$ cat src/rtl/svn_seg_scan_driver.sv
// Four-digit common-anode seven-segment scan driver with a frame-aligned shadow register.
// Optional build macro: LEADING_ZERO_BLANK_EN (blanks leading zero digits; the rightmost digit is always shown).
module svn_seg_scan_driver #(
  parameter int REFRESH_DIV = 100000
) (
  input  logic       clk,
  input  logic       clr,
  input  logic [3:0] dig1,
  input  logic [3:0] dig2,
  input  logic [3:0] dig3,
  input  logic [3:0] dig4,
  output logic [3:0] an,
  output logic [6:0] ca
);

  localparam int CNT_W = (REFRESH_DIV > 2) ? $clog2(REFRESH_DIV) : 1;
  localparam logic [CNT_W-1:0] CNT_LAST = CNT_W'(REFRESH_DIV - 1);

  logic [CNT_W-1:0] cnt_q, cnt_d;
  logic [1:0]       sel_q, sel_d;
  logic [3:0]       sh_q [4];
  logic             prime_q;
  logic [3:0]       an_q, an_d;
  logic [6:0]       ca_q, ca_d;

  logic       wrap;
  logic       capture;
  logic [3:0] cur_dig;
  logic [6:0] seg;
  logic       slot_blank;

  assign wrap    = (cnt_q == CNT_LAST);
  assign capture = prime_q | (wrap & (sel_q == 2'd3));
  assign cur_dig = sh_q[sel_q];

  always_comb begin
    seg = 7'b1111111;
    case (cur_dig)
      4'h0: seg = 7'b1000000;
      4'h1: seg = 7'b1111001;
      4'h2: seg = 7'b0100100;
      4'h3: seg = 7'b0110000;
      4'h4: seg = 7'b0011001;
      4'h5: seg = 7'b0010010;
      4'h6: seg = 7'b0000010;
      4'h7: seg = 7'b1111000;
      4'h8: seg = 7'b0000000;
      4'h9: seg = 7'b0010000;
      4'hA: seg = 7'b0001000;
      4'hB: seg = 7'b0000011;
      4'hC: seg = 7'b1000110;
      4'hD: seg = 7'b0100001;
      4'hE: seg = 7'b0000110;
      4'hF: seg = 7'b0001110;
      default: seg = 7'b1111111;
    endcase
  end

`ifdef LEADING_ZERO_BLANK_EN
  // Blank runs from the left and stops at the first nonzero digit; slot 3 is never blanked.
  logic [2:0] lz;
  always_comb begin
    lz = 3'b000;
    lz[0] = (sh_q[0] == 4'h0);
    lz[1] = lz[0] & (sh_q[1] == 4'h0);
    lz[2] = lz[1] & (sh_q[2] == 4'h0);
    slot_blank = (sel_q == 2'd3) ? 1'b0 : lz[sel_q];
  end
`else
  assign slot_blank = 1'b0;
`endif

  always_comb begin
    cnt_d = cnt_q;
    sel_d = sel_q;
    an_d  = 4'b1111;
    ca_d  = 7'b1111111;
    // The scan is frozen while priming so the first dig1 slot gets its full width.
    if (!prime_q) begin
      cnt_d = wrap ? '0 : cnt_q + CNT_W'(1);
      if (wrap) sel_d = sel_q + 2'd1;
      if (!slot_blank) begin
        an_d = ~(4'b1000 >> sel_q);
        ca_d = seg;
      end
    end
  end

  always_ff @(posedge clk) begin
    if (!clr) begin
      cnt_q   <= '0;
      sel_q   <= 2'd0;
      prime_q <= 1'b1;
      an_q    <= 4'b1111;
      ca_q    <= 7'b1111111;
      for (int i = 0; i < 4; i++) sh_q[i] <= 4'h0;
    end else begin
      cnt_q   <= cnt_d;
      sel_q   <= sel_d;
      an_q    <= an_d;
      ca_q    <= ca_d;
      if (capture) begin
        prime_q <= 1'b0;
        sh_q[0] <= dig1;
        sh_q[1] <= dig2;
        sh_q[2] <= dig3;
        sh_q[3] <= dig4;
      end
    end
  end

  assign an = an_q;
  assign ca = ca_q;

endmodule

$ cat config.mk
export PLATFORM = sky130hd
export DESIGN_NAME = svn_seg_scan_driver
export DESIGN_NICKNAME = d
export VERILOG_FILES = /design/src/rtl/svn_seg_scan_driver.sv
export SDC_FILE = /design/constraint.sdc
export NUM_CORES = 1
export LEC_CHECK = 0
export CAP_MARGIN = 20
export CORE_MARGIN = 2
export CORE_UTILIZATION = 49
export DETAILED_ROUTE_END_ITERATION = 8
export DONT_BUFFER_PORTS = 1
export PLACE_DENSITY = 0.73
export SYNTH_ARGS = -nofsm -noshare
export SYNTH_HDL_FRONTEND = slang
export SYNTH_SLANG_ARGS = --single-unit
$ cat constraint.sdc
create_clock -name clk -period 3.95 [get_ports clk]
set_input_delay 0.5925 -clock clk [delete_from_list [all_inputs] [get_ports clk]]
set_output_delay 0.5925 -clock clk [all_outputs]
set_load 0.02 [all_outputs]
==> results.py <==
metrics = {
    "floorplanning": {
        "num_rows": 24,
        "initial_utilization": 0.518,
        "core-area_um2": 4440,
        "die-area_um2": 5260,
        "dieHeight_um": 72.5,
        "die_w_um": 72.5,
        "num_io_pins": 29,
    },
    "critical_path": {
        "end_kind": "register",
        "crit_fanout": 6,
        "cp-start-kind": "register",
        "cp.required_ps": 4180,
        "critical_path_class": "register to register",
        "crit_arrival_ps": 2320,
    },
    "synth": {
        "synth_edf_count": 16,
        "ys.flop_type": "dfxtp_1",
        "yosysWarningCount": 0,
        "synth.distinct_cells": 48,
        "yosys.area.top_type": "dfxtp_1",
        "netlist_instances": 209,
        "ys_ff_latch": 49,
        "syn_area_per_cell_um2": 11.0,
        "ys_seq_area_frac": 0.496,
        "synthTopCellsByArea": "dfxtp_1 (29%), edfxtp_1 (21%), ha_1 (6.0%), nor3b_1 (5.5%), xor2_1 (3.4%)",
        "async_flop_share": 0,
        "synth_nets": 238,
        "syn_area_um2": 2300,
        "synth_top_area_share": 0.287,
    },
    "final_layout": {
        "layout_commonest_cell": "dfxtp_1",
        "num_antenna_cells": 0,
        "final_cell_mix": "dfxtp_1 (33), nor2_1 (18), nor3b_1 (17)",
        "nets": 237,
        "fillers": 380,
        "layout-drive-gt1-share": 0.0861,
        "fin_area_um2": 2440,
        "syn2layout_area_growth_pct": 5.98,
    },
    "place": {
        "routabilityCongestion": 0.778,
        "portBuffers": 0,
        "dp_hpwl_mm": 2.78,
        "place_area_um2": 2330,
    },
    "clock_tree": {
        "clockRootBuffer": "clkbuf_8",
        "hold_buffers": 0,
        "ctsLongestPathBuffers": 2,
        "cts_max_level": 2,
        "clock_latency_ps": 300,
        "cts.sinks": 49,
        "cts_setup_buffers": 0,
        "cts_resized": 0,
        "clk_pin_slew_ps": 90,
        "cts_made_buffers": 5,
        "cts_tree": "done",
    },
    "timing": {
        "setup_viol_count_final": 0,
        "hold_viol": 0,
        "rsz0062_at_grt": "no",
        "slew-limit-headroom": 0.511,
        "post-route-min-period_ps": 2090,
        "worst_slew_pin_slew_ps": 733,
        "period_share": 0.528,
        "drv_slew": 0,
        "finalSetupTns_ps": 0,
        "clock_skew_ps": 13.1,
        "fmax_mhz": 479,
    },
    "power": {
        "power_density_nw_per_um2": 397,
        "cellLeakagePower_nw": 0.878,
        "ir_drop_v": 0.000235,
    },
    "detailed_routing": {
        "wl_per_cell_um": 15.4,
        "drt-initial-drc-count": 42,
        "route.detailed.drc": 0,
        "antenna_left": 0,
        "viasPerCell": 5.75,
        "first_pass_iters": 5,
        "wirelength_mm": 4.01,
        "vias": 1500,
    },
    "flow_run": {
        "maxCapViolCount": 0,
    },
    "global_routing": {
        "grt_overflow": 0,
        "grt_pass1_wl_mm": 6.60,
        "grt_pass1_vias": 1427,
        "grt_usage": 0.167,
        "antenna_found_initial": 0,
        "grt_max_degree": 24,
    },
    "min_path": {
        "hold_class": "register to register",
    },
    "run_status": {
        "status": "finished, final reports clean",
    },
}
cells in the mapped netlist (3+ instances only):
library cell	n
xnor2_1	5
or3_1	5
clkbuf_1	4
o21ai_0	7
and3_1	3
inv_1	6
nor2_1	18
edfxtp_1	16
ha_1	11
mux4_2	3
a21oi_1	8
buf_2	3
nand4_1	4
nor3b_1	17
xor2_1	9
nor3_1	5
a31oi_1	3
nand2_1	13
nand3_1	4
dfxtp_1	33
power by group:
group          leakage, nW  total (mW)  internal (mW)  switching (mW)
Clock               0.0528       0.348          0.187           0.161
Sequential           0.445       0.558          0.540          0.0176
Combinational        0.380      0.0633         0.0254          0.0379
Total                0.878       0.970          0.753           0.217
state kept, by name, summed over array words and instances (netlist names), named ones only:
name and flops:
cnt_q 17, prime_q 1, sel_q 2, an 4, sh_q 16, ca 7
layer usage:
layer,GRT usage,wire [um]
met5,0,0
met4,0.0741,77
met3,0.0500,194
met2,0.252,1860
met1,0.222,1880
kinds of logic after synthesis:
family                     count (synthesis)  share of synthesized area
AOI/OAI and AO/OA                         28                     0.0853
xor gates and xnor gates                  14                     0.0533
adders and majority gates                 11                     0.0598
buffers and inverters                     16                     0.0326
DFF                                       49                      0.496
muxes                                      7                     0.0543
and+or+nand+nor                           84                      0.219
per-stage QoR:
| step | hold WS, ps | worst slack, ps | util | total power [mW] | instances |
|---|---|---|---|---|---|
| floorplan | 453 | 783 | - | 0.621 | 209 |
| global placement | 466 | 1950 | 0.525 | 0.631 | 253 |
| detailed placement | 479 | 1880 | 0.525 | 0.633 | 253 |
| CTS | 494 | 1850 | 0.549 | 0.977 | 261 |
| global route | 511 | 1700 | 0.549 | 1.01 | 261 |
| finish | 490 | 1860 | 0.549 | 0.970 | 261 |
critical path: stages, from the launching register on:
cell	delay (ps)
dfxtp_1	460
mux4_1	710
inv_1	160
ha_1	230
nor2b_1	240
a2111oi_4	70
a31oi_1	150
final timing paths:
path	startpoint	endpoint	slack [ps]	cells after the start
setup / recovery	register	ca[3]	1860	6
hold / removal	cnt_q[16]	cnt_q[16]	490	2
setup reg to reg	register	ca[3]	1860	6
hold reg to reg	cnt_q[16]	cnt_q[16]	490	2
final cells by class:
class                      instances  area, um^2  area share
tap                               52        65.1      0.0267
inverter                           7        26.3      0.0108
timing repair buffer               1        7.51     0.00308
clock inverter                     2        33.8      0.0138
multi-input combinational        144        1090       0.448
clock buffer                       6        72.6      0.0297
sequential                        49        1140       0.468
Note: power is estimated with default switching activity, not from simulation.
